===== src/rtl/sweep_sequencer_pkg.sv =====
// Shared types for the AC sweep sequencer: FSM states, default widths and
// the captured solver-result record.
package sweep_pkg;

  localparam int PW_DEF = 32;
  localparam int CW_DEF = 10;
  localparam int DW_DEF = 32;

  typedef enum logic [1:0] {
    IDLE,
    ISSUE,
    WAIT,
    EMIT
  } state_e;

  // Sized by the package defaults; the top narrows/widens at its ports.
  typedef struct packed {
    logic [DW_DEF-1:0] data;
    logic [CW_DEF-1:0] pidx;
    logic [CW_DEF-1:0] fidx;
    logic              last;
  } result_t;

endpackage


===== src/rtl/sweep_sequencer_if.sv =====
// Solver launch/complete port and downstream result stream of the sweep
// sequencer; the sequencer is the master of both.
interface sweep_sequencer_if
  import sweep_pkg::*;
#(
  parameter int PW = PW_DEF,
  parameter int CW = CW_DEF,
  parameter int DW = DW_DEF
);

  logic          sol_start;
  logic [PW-1:0] sol_param;
  logic [CW-1:0] sol_fidx;
  logic          sol_done;
  logic [DW-1:0] sol_data;

  logic          res_valid;
  logic          res_ready;
  logic [DW-1:0] res_data;
  logic [CW-1:0] res_pidx;
  logic [CW-1:0] res_fidx;
  logic          res_last;

  modport master (
    output sol_start, sol_param, sol_fidx,
    input  sol_done, sol_data,
    output res_valid, res_data, res_pidx, res_fidx, res_last,
    input  res_ready
  );

  modport slave (
    input  sol_start, sol_param, sol_fidx,
    output sol_done, sol_data,
    input  res_valid, res_data, res_pidx, res_fidx, res_last,
    output res_ready
  );

endinterface


===== src/rtl/sweep_index_counter.sv =====
// Nested parameter/frequency point counters with the parameter accumulator,
// last-point detect and zero-count detect for the sweep sequencer.
module sweep_index_counter
  import sweep_pkg::*;
#(
  parameter int PW = PW_DEF,
  parameter int CW = CW_DEF
) (
  input  logic          clk,
  input  logic          rst,
  input  logic          load,
  input  logic          advance,
  input  logic [PW-1:0] cfg_p_start,
  input  logic [PW-1:0] cfg_p_step,
  input  logic [CW-1:0] cfg_p_count,
  input  logic [CW-1:0] cfg_f_count,
  output logic [CW-1:0] pidx,
  output logic [CW-1:0] fidx,
  output logic [PW-1:0] param,
  output logic          is_last,
  output logic          cfg_zero
);

  logic [PW-1:0] param_q, param_d;
  logic [PW-1:0] step_q, step_d;
  logic [CW-1:0] pidx_q, pidx_d;
  logic [CW-1:0] fidx_q, fidx_d;
  logic [CW-1:0] pcnt_q, pcnt_d;
  logic [CW-1:0] fcnt_q, fcnt_d;
  logic          f_wrap;

  assign f_wrap   = (fidx_q == fcnt_q - CW'(1));
  assign is_last  = (pidx_q == pcnt_q - CW'(1)) && f_wrap;
  assign cfg_zero = (cfg_p_count == '0) || (cfg_f_count == '0);

  always_comb begin
    // NOTE: every always_comb output gets a default first so no path infers a latch.
    param_d = param_q;
    step_d  = step_q;
    pidx_d  = pidx_q;
    fidx_d  = fidx_q;
    pcnt_d  = pcnt_q;
    fcnt_d  = fcnt_q;
    if (load) begin
      param_d = cfg_p_start;
      step_d  = cfg_p_step;
      pcnt_d  = cfg_p_count;
      fcnt_d  = cfg_f_count;
      pidx_d  = '0;
      fidx_d  = '0;
    end else if (advance) begin
      if (f_wrap) begin
        fidx_d  = '0;
        pidx_d  = pidx_q + CW'(1);
        param_d = param_q + step_q;  // modulo 2^PW, wrap is silent
      end else begin
        fidx_d = fidx_q + CW'(1);
      end
    end
  end

  always_ff @(posedge clk) begin
    // NOTE: sequential state uses non-blocking assignments only; reset is synchronous.
    if (rst) begin
      param_q <= '0;
      step_q  <= '0;
      pidx_q  <= '0;
      fidx_q  <= '0;
      pcnt_q  <= '0;
      fcnt_q  <= '0;
    end else begin
      param_q <= param_d;
      step_q  <= step_d;
      pidx_q  <= pidx_d;
      fidx_q  <= fidx_d;
      pcnt_q  <= pcnt_d;
      fcnt_q  <= fcnt_d;
    end
  end

  assign pidx  = pidx_q;
  assign fidx  = fidx_q;
  assign param = param_q;

endmodule


===== src/rtl/sweep_sequencer.sv =====
// Drives a nested parameter/frequency sweep through the AC solver, one
// evaluation at a time, and forwards each result over valid/ready.
module sweep_sequencer
  import sweep_pkg::*;
#(
  parameter int PW = PW_DEF,
  parameter int CW = CW_DEF,
  parameter int DW = DW_DEF
) (
  input  logic                      clk,
  input  logic                      rst,
  input  logic                      run,
  input  logic                      abort,
  input  logic [PW-1:0]             cfg_p_start,
  input  logic [PW-1:0]             cfg_p_step,
  input  logic [CW-1:0]             cfg_p_count,
  input  logic [CW-1:0]             cfg_f_count,
  output logic                      busy,
  output logic                      done,
  output logic                      aborted,
  sweep_sequencer_if.master         bus
);

  state_e        state_q, state_d;
  result_t       res_q, res_d;
  logic          sol_start_q, sol_start_d;
  logic          res_valid_q, res_valid_d;
  logic          busy_q, busy_d;
  logic          done_q, done_d;
  logic          aborted_q, aborted_d;

  logic          load, advance, is_last, cfg_zero;
  logic [CW-1:0] pidx, fidx;
  logic [PW-1:0] param;

  assign load    = (state_q == IDLE) && run && !abort;
  assign advance = (state_q == EMIT) && bus.res_ready && !res_q.last && !abort;

  sweep_index_counter #(.PW(PW), .CW(CW)) u_index (
    .clk         (clk),
    .rst         (rst),
    .load        (load),
    .advance     (advance),
    .cfg_p_start (cfg_p_start),
    .cfg_p_step  (cfg_p_step),
    .cfg_p_count (cfg_p_count),
    .cfg_f_count (cfg_f_count),
    .pidx        (pidx),
    .fidx        (fidx),
    .param       (param),
    .is_last     (is_last),
    .cfg_zero    (cfg_zero)
  );

  always_comb begin
    state_d     = state_q;
    res_d       = res_q;
    sol_start_d = 1'b0;
    res_valid_d = res_valid_q;
    busy_d      = busy_q;
    done_d      = 1'b0;
    aborted_d   = 1'b0;
    // Abort outranks a same-cycle sol_done or handshake.
    if (abort && state_q != IDLE) begin
      state_d     = IDLE;
      res_valid_d = 1'b0;
      busy_d      = 1'b0;
      aborted_d   = 1'b1;
    end else begin
      unique case (state_q)
        IDLE: begin
          if (load) begin
            if (cfg_zero) begin
              done_d = 1'b1;
            end else begin
              state_d     = ISSUE;
              sol_start_d = 1'b1;
              busy_d      = 1'b1;
            end
          end
        end
        ISSUE: state_d = WAIT;
        WAIT: begin
          if (bus.sol_done) begin
            res_d.data  = bus.sol_data;
            res_d.pidx  = pidx;
            res_d.fidx  = fidx;
            res_d.last  = is_last;
            res_valid_d = 1'b1;
            state_d     = EMIT;
          end
        end
        EMIT: begin
          if (bus.res_ready) begin
            res_valid_d = 1'b0;
            if (res_q.last) begin
              state_d = IDLE;
              busy_d  = 1'b0;
              done_d  = 1'b1;
            end else begin
              state_d     = ISSUE;
              sol_start_d = 1'b1;
            end
          end
        end
        default: state_d = IDLE;
      endcase
    end
  end

  always_ff @(posedge clk) begin
    if (rst) begin
      state_q     <= IDLE;
      res_q       <= '0;
      sol_start_q <= 1'b0;
      res_valid_q <= 1'b0;
      busy_q      <= 1'b0;
      done_q      <= 1'b0;
      aborted_q   <= 1'b0;
    end else begin
      state_q     <= state_d;
      res_q       <= res_d;
      sol_start_q <= sol_start_d;
      res_valid_q <= res_valid_d;
      busy_q      <= busy_d;
      done_q      <= done_d;
      aborted_q   <= aborted_d;
    end
  end

  assign bus.sol_start = sol_start_q;
  assign bus.sol_param = param;
  assign bus.sol_fidx  = fidx;
  assign bus.res_valid = res_valid_q;
  assign bus.res_data  = DW'(res_q.data);
  assign bus.res_pidx  = CW'(res_q.pidx);
  assign bus.res_fidx  = CW'(res_q.fidx);
  assign bus.res_last  = res_q.last;
  assign busy          = busy_q;
  assign done          = done_q;
  assign aborted       = aborted_q;

endmodule


===== src/flat_wrapper.sv =====
// flat-port wrapper written by rule: the top's interface ports become plain ports
module sweep_sequencer_flat import sweep_pkg::*;
#(
  parameter int PW = PW_DEF,
  parameter int CW = CW_DEF,
  parameter int DW = DW_DEF
)
  (clk, rst, run, abort, cfg_p_start, cfg_p_step, cfg_p_count, cfg_f_count, busy, done, aborted, bus_sol_start, bus_sol_param, bus_sol_fidx, bus_sol_done, bus_sol_data, bus_res_valid, bus_res_data, bus_res_pidx, bus_res_fidx, bus_res_last, bus_res_ready);
  sweep_sequencer_if #(.PW(PW), .CW(CW), .DW(DW)) bus_i ();
  input  logic clk;
  input  logic rst;
  input  logic run;
  input  logic abort;
  input  logic [PW-1:0] cfg_p_start;
  input  logic [PW-1:0] cfg_p_step;
  input  logic [CW-1:0] cfg_p_count;
  input  logic [CW-1:0] cfg_f_count;
  output logic busy;
  output logic done;
  output logic aborted;
  output wire logic [$bits(bus_i.sol_start)-1:0] bus_sol_start;
  output wire logic [$bits(bus_i.sol_param)-1:0] bus_sol_param;
  output wire logic [$bits(bus_i.sol_fidx)-1:0] bus_sol_fidx;
  input wire logic [$bits(bus_i.sol_done)-1:0] bus_sol_done;
  input wire logic [$bits(bus_i.sol_data)-1:0] bus_sol_data;
  output wire logic [$bits(bus_i.res_valid)-1:0] bus_res_valid;
  output wire logic [$bits(bus_i.res_data)-1:0] bus_res_data;
  output wire logic [$bits(bus_i.res_pidx)-1:0] bus_res_pidx;
  output wire logic [$bits(bus_i.res_fidx)-1:0] bus_res_fidx;
  output wire logic [$bits(bus_i.res_last)-1:0] bus_res_last;
  input wire logic [$bits(bus_i.res_ready)-1:0] bus_res_ready;
  assign bus_sol_start = bus_i.sol_start;
  assign bus_sol_param = bus_i.sol_param;
  assign bus_sol_fidx = bus_i.sol_fidx;
  assign bus_i.sol_done = bus_sol_done;
  assign bus_i.sol_data = bus_sol_data;
  assign bus_res_valid = bus_i.res_valid;
  assign bus_res_data = bus_i.res_data;
  assign bus_res_pidx = bus_i.res_pidx;
  assign bus_res_fidx = bus_i.res_fidx;
  assign bus_res_last = bus_i.res_last;
  assign bus_i.res_ready = bus_res_ready;
  sweep_sequencer #(.PW(PW), .CW(CW), .DW(DW)) u_core (.clk(clk), .rst(rst), .run(run), .abort(abort), .cfg_p_start(cfg_p_start), .cfg_p_step(cfg_p_step), .cfg_p_count(cfg_p_count), .cfg_f_count(cfg_f_count), .busy(busy), .done(done), .aborted(aborted), .bus(bus_i));
endmodule

===== config.mk =====
export PLATFORM = sky130hd
export DESIGN_NAME = sweep_sequencer_flat
export DESIGN_NICKNAME = d
export VERILOG_FILES = /design/src/rtl/sweep_sequencer_pkg.sv /design/src/rtl/sweep_sequencer_if.sv /design/src/rtl/sweep_index_counter.sv /design/src/rtl/sweep_sequencer.sv /design/src/flat_wrapper.sv
export SDC_FILE = /design/constraint.sdc
export NUM_CORES = 1
export LEC_CHECK = 0
export ABC_AREA = 1
export CAP_MARGIN = 20
export CORE_MARGIN = 5
export CORE_UTILIZATION = 30
export DETAILED_ROUTE_END_ITERATION = 10
export PLACE_DENSITY_LB_ADDON = 0.1
export SLEW_MARGIN = 15
export SYNTH_ARGS = -nofsm -noshare
export SYNTH_HDL_FRONTEND = slang
export SYNTH_HIERARCHICAL = 1
export SYNTH_SLANG_ARGS = --single-unit

===== constraint.sdc =====
create_clock -name clk -period 2.3 [get_ports clk]
set_input_delay 0.345 -clock clk [delete_from_list [all_inputs] [get_ports clk]]
set_output_delay 0.345 -clock clk [all_outputs]
set_load 0.1 [all_outputs]

# Word level (Yosys, flattened, before mapping)
# Cells that the tools add are included.
# word_totals
rom_bits	0
inputBits	122
ram_bits	0
latchBits	0
output_inout_bits	100
elab_cells	87
register_bits	164
mem_count	0
# classes
n_lt_le_gt_ge	0
bitwise_logic	1
shifts	0
div	0
muxes	29
mul	0
n_addsub	5
n_reduce_logical	26
eq_ne	10
# op_table
cell	count
$mux 32	3
$add 32x32->32	1
$add 10x1->10 const B	2
$eq 10x10->1	2
$logic_not 10->1	2
$sub 10x1->10 const B	2
$mux 1	16
$mux 10	1
$reduce_bool 2->1	5
$mux 2	4
$pmux 1 s2	4
$pmux 2 s4	1
$logic_and 1x1->1	7
$ne 2x2->1 const B	3
$reduce_and 3->1	2
$reduce_and 5->1	1
$eq 2x2->1 const B	2
$ne 2x1->1 const B	2
$reduce_and 2->1	2
$reduce_and 4->1	1
$reduce_or 2->1	2
$eq 2x1->1 const B	1
$logic_not 1->1	2
$logic_not 2->1	1
2 further kinds	2

# Depth between registers and ports, before layout
# logic_depth
depth_word	6
depth_mapped	16
depth_no_buf	16

# Hierarchy
# The synthesis kept the hierarchy.
# modules_own_cells
mod	seq_area_each_um2	cells_per_inst	area_per_inst_um2	instances
sweep_index_counter	2082.0	1258	7509.7	1
sweep_sequencer	1201.2	291	2366.0	1

# Worst setup path after synthesis
# No wires, ideal clock.
# synth_path
path_type	reg-to-reg
startpoint	register u_core.u_index.fidx_q[3] (netlist: u_core/u_index/fidx[3])
endpoint	register u_core.u_index.param_q[23] (netlist: u_core/u_index/param[23])
setup_ns	0.132
required_time_ns	2.168
path_stages_with_launch	16
t_arrival_ns	2.374
path_buffers	2
slack_ns	-0.206
synth_period_minus_slack_ns	2.506
path_cell_list	dfxtp_1 inv_1 nand2_1 nand2_1 inv_1 nand2_1 nand2_1 nand2_1 nor2_1 nand2_1 nor2_2 nand3_2 buf_6 buf_6 nand3_1 a21oi_1
# synth_between
elab_chain_cells	3
# synth_lines
element	line	text
start: declaration	sweep_index_counter.sv:27	logic [CW-1:0] fidx_q, fidx_d;
start signal: assignment	sweep_index_counter.sv:75	fidx_q <= fidx_d;
$eq 10x10->1	sweep_index_counter.sv:32	assign f_wrap = (fidx_q == fcnt_q - CW'(1));
$reduce_bool 2->1 (no source line)	--	
$reduce_and 2->1 (no source line)	--	
end signal: assignment	sweep_index_counter.sv:72	param_q <= param_d;
end: declaration	sweep_index_counter.sv:24	logic [PW-1:0] param_q, param_d;
# No other way between the ends.
# A chain may end at the register's enable or synchronous reset.

# Worst setup path in the final report
# layout_path
startpoint	register u_core.u_index.param_q[8] (netlist: u_core/u_index/param[8])
endpoint	register u_core.u_index.param_q[31] (netlist: u_core/u_index/param[31])
# layout_between
elab_chain_cells	4
# layout_lines
element	line	text
$add 32x32->32	sweep_index_counter.sv:55	param_d = param_q + step_q;
$mux 32	sweep_index_counter.sv:52	if (f_wrap) begin
$mux 32	sweep_index_counter.sv:51	end else if (advance) begin
$mux 32	sweep_index_counter.sv:44	if (load) begin
# No other way between the ends. The select of a mux whose other input is x is not followed.

==> results.py <==
metrics = {
    "global_route": {
        "gr-usage-all-layers_pct": 17.7,
        "antenna_found_initial": 2,
        "grt_pass1_vias": 10000,
        "grt-ovfl-total": 0,
        "grt_pass1_wl_mm": 52.1,
        "grt_max_degree": 57,
    },
    "worst_setup_path": {
        "worstPathArrival_ns": 2.46,
        "required_ns": 2.63,
        "worstReg2RegStart": "u_core/u_index/param[8]",
        "crit_buf_inv": 0,
        "crit_fanout": 4,
        "setup.worst_path.start": "u_core/u_index/param[8]",
        "crit_path_frequent_cell": "nand2_1",
        "critical_path_class": "reg2reg",
        "crit_family": "simple AND/OR/NAND/NOR gates",
        "crit_path_end_kind": "flop",
        "crit_chain": "ha_1 > nand2_1 > nor2_1 > and2_1 > nand2_1 > nand2_1 > nand2_1 > nand2_1 > nand2_1 > nand3_1 > nand2_1 > nand2_1 > a21oi_1",
        "slowest_delay_ns": 0.36,
        "start_kind": "flop",
        "slowest_stage": "ha_1",
    },
    "layout": {
        "final_layout_size_suffix_gt1_share_pct": 14.3,
        "n_fill_cell": 3577,
        "nets": 1934,
        "fin_area_um2": 13100,
        "syn_to_final_growth_pct": 32.6,
        "layoutNonFillerInstCount": 2228,
    },
    "status": {
        "status": "finished clean",
    },
    "timing": {
        "final-hold-violation-count": 0,
        "relSlewSlack_pct": 69.5,
        "slew_viol_final": 0,
        "worst_slew_pin_slew_ns": 0.458,
        "setup_viol": 0,
        "rsz0062_at_grt": "no",
        "fin_skew_ns": 0.00711,
        "post-route-min-period_ns": 2.14,
        "fin_crit_sh_pct": 92.9,
        "fmax_mhz": 468,
        "setup_ws_ns": 0.163,
    },
    "yosys": {
        "synth-xor-area-share_pct": 3.81,
        "synth_flop_cell": "dfxtp_1",
        "synthCells": 1549,
        "synthMuxAreaShare_pct": 0,
        "syn-cell-area_um2": 9880,
        "synthArstFlopShare_pct": 0,
        "synth_area_leaders": "dfxtp_1 33%, nand2_1 15%, nor2_1 9.2%",
        "yosysUniqueCellTypes": 40,
        "ys.warnings.count": 6,
        "synth.net_count": 1710,
        "synth_compound_area_share_pct": 10.9,
        "synth-seq-area-share_pct": 33.2,
        "synth_top_area_share_pct": 33.2,
        "synthAdderAreaFrac_pct": 5.02,
        "synth_edf_count": 0,
        "synth-seq-cells": 164,
        "syn_avg_cell_area_um2": 6.38,
        "yosys.area_share.simple_pct": 36.4,
        "synth_top_area_cell": "dfxtp_1",
        "synth_top_family_by_area": "simple AND/OR/NAND/NOR gates",
    },
    "drt": {
        "wl_met1_mm": 14.7,
        "drc_errors": 0,
        "avgRoutedWirePerCell_um": 14.8,
        "route.met3.wl_mm": 1.55,
        "met2_length_mm": 16.1,
        "drt_wl_total_mm": 32.9,
        "dr_total_vias": 10300,
        "first_pass_iters": 6,
        "drt_iter0_drc": 445,
        "top_layer": "met5",
        "viasPerCell": 4.60,
        "detail-route-antenna-nets": 0,
    },
    "placed_design": {
        "place_hpwl_mm": 25.2,
        "place_ws_ns": -0.00602,
        "io_buffers": 221,
        "place_area_um2": 12400,
        "dp_cells": 2195,
        "place_congestion": 0.917,
    },
    "clock_tree": {
        "insertion_delay_ns": 0.44,
        "htree_levels": 4,
        "cts_hold_buf": 0,
        "cts_root_buf": "clkbuf_16",
        "cts_buffer_depth": 2,
        "clock-sinks": 164,
        "clk_pin_slew_worst_paths_ns": 0.07,
        "cts_buffers": 17,
        "cts_tree": "built",
    },
    "pwr": {
        "powerDensity_nw_per_um2": 907,
        "leakage_uw": 0.00611,
        "vdd_drop_max_uv": 568,
    },
    "worst_hold_path": {
        "min_from": "u_core/u_index/pcnt_q[1]",
        "hp-class": "reg2reg",
    },
    "floorplanning": {
        "coreArea_um2": 32500,
        "io_pins": 222,
        "die_w_um": 191,
        "die-area_um2": 36600,
        "rows": 66,
        "die_h_um": 191,
        "initial_core_util_pct": 30.4,
    },
    "flow_run": {
        "maxCapViolations": 0,
    },
}
-- cell type report --
| class | instances | area, um^2 | share of cell area (%) |
|---|---|---|---|
| multi-input cells | 1146 | 5630 | 43.0 |
| flip-flops and latches | 164 | 3320 | 25.3 |
| repair buffers | 257 | 2310 | 17.6 |
| inverters | 187 | 711 | 5.43 |
| well taps | 442 | 553 | 4.22 |
| clock buffers | 20 | 447 | 3.41 |
| clock inverters | 11 | 129 | 0.984 |
| diodes | 1 | 2.50 | 0.0191 |
-- timing repair --
| item | CTS | global route |
|---|---|---|
| buffers inserted | 0 | 1 |
| endpoints found under the hold margin | 0 | 0 |
| setup endpoints to repair | 1 | 48 |
| gates resized for setup | 1 | 17 |
-- cells by family after synthesis --
logic type,count (synthesis)
compound gates,212
xor+xnor,43
fa+ha+maj,39
buf+inv,239
flops,164
simple gates,852
-- stage by stage --
| stage | hold WS, ns | total power (uW) | util [%] | setup TNS [ns] |
|---|---|---|---|---|
| after global routing | 0.480 | 12600 | 40.3 | 0 |
| after detailed placement | 0.475 | 9090 | 38.2 | -0.00602 |
| after global placement | 0.465 | 9070 | 38.2 | 0 |
| after floorplan | 0.417 | 7770 | - | 0 |
| after CTS | 0.462 | 12000 | 40.0 | 0 |
| final | 0.483 | 11900 | 40.3 | 0 |
-- metal layers --
metal	up-vias	track usage (%)
li1	5347	-
met1	4638	22.0
met2	236	31.2
met3	35	3.34
met4	2	5.36
met5	-	0
-- worst min-delay path, delay by kind of cell (launching register included) --
| kind | cells | cell delay [ns] |
|---|---|---|
| AOI/OAI and AO/OA | 1 | 0.06 |
| buffers and inverters | 1 | 0.07 |
| DFF | 1 | 0.31 |
-- where the power goes --
group / internal, uW / switching (uW)
Combinational: 1600 / 3830
Sequential: 3290 / 308
Clock: 1630 / 1230
-- path summary, 6_finish.rpt --
check / endpoint / slack, ns / depth (start not counted)
worst max-delay path: u_core/u_index/param[31] / 0.16 / 13
worst min-delay path: u_core/u_index/pcnt_q[1] / 0.48 / 2
worst max register to register: u_core/u_index/param[31] / 0.16 / 13
worst min register to register: u_core/u_index/pcnt_q[1] / 0.48 / 2
-- cell usage after synthesis (2+ instances only) --
master,number
a21oi_1,76
and2_1,6
buf_1,5
buf_12,2
buf_6,14
clkbuf_1,30
dfxtp_1,164
ha_1,38
inv_1,177
inv_2,9
nand2_1,404
nand2_4,2
nand3_1,113
nand3b_1,4
nand4_1,19
nor2_1,243
nor2_2,24
nor3_1,19
nor3b_1,2
nor4_1,5
o21ai_0,121
o21ai_1,8
o31ai_1,2
or2_2,5
xnor2_1,28
xor2_1,15
-- state kept, by name (all words and copies together), names as in the netlist --
| name | flops |
|---|---|
| u_core/u_index/pcnt_q | 10 |
| u_core/bus.res_data | 32 |
| u_core/bus.res_valid | 1 |
| u_core/busy | 1 |
| u_core/bus.res_last | 1 |
| u_core/bus.res_pidx | 10 |
| u_core/aborted | 1 |
| u_core/done | 1 |
| u_core/u_index/fcnt_q | 10 |
| u_core/bus.res_fidx | 10 |
| u_core/u_index/step_q | 32 |
| u_core/state_q | 2 |
| u_core/u_index/param | 32 |
| u_core/u_index/pidx | 10 |
| u_core/u_index/fidx | 10 |
| u_core/bus.sol_start | 1 |
-- placed cells by master, fill, tap and decap left out, types with 8 or more instances in the layout --
cell / n
clkdlybuf4s50_1: 121
dfxtp_2: 28
nor2_1: 240
a21oi_1: 76
dfxtp_1: 136
xor2_1: 14
ha_1: 37
nor2_2: 27
o21ai_0: 121
xnor2_1: 27
nand4_1: 19
nand2_1: 402
inv_1: 176
nor3_1: 15
o21ai_1: 8
nand3_1: 111
buf_4: 130
clkbuf_16: 17
inv_2: 9
Note: power is estimated with default switching activity, not from simulation.
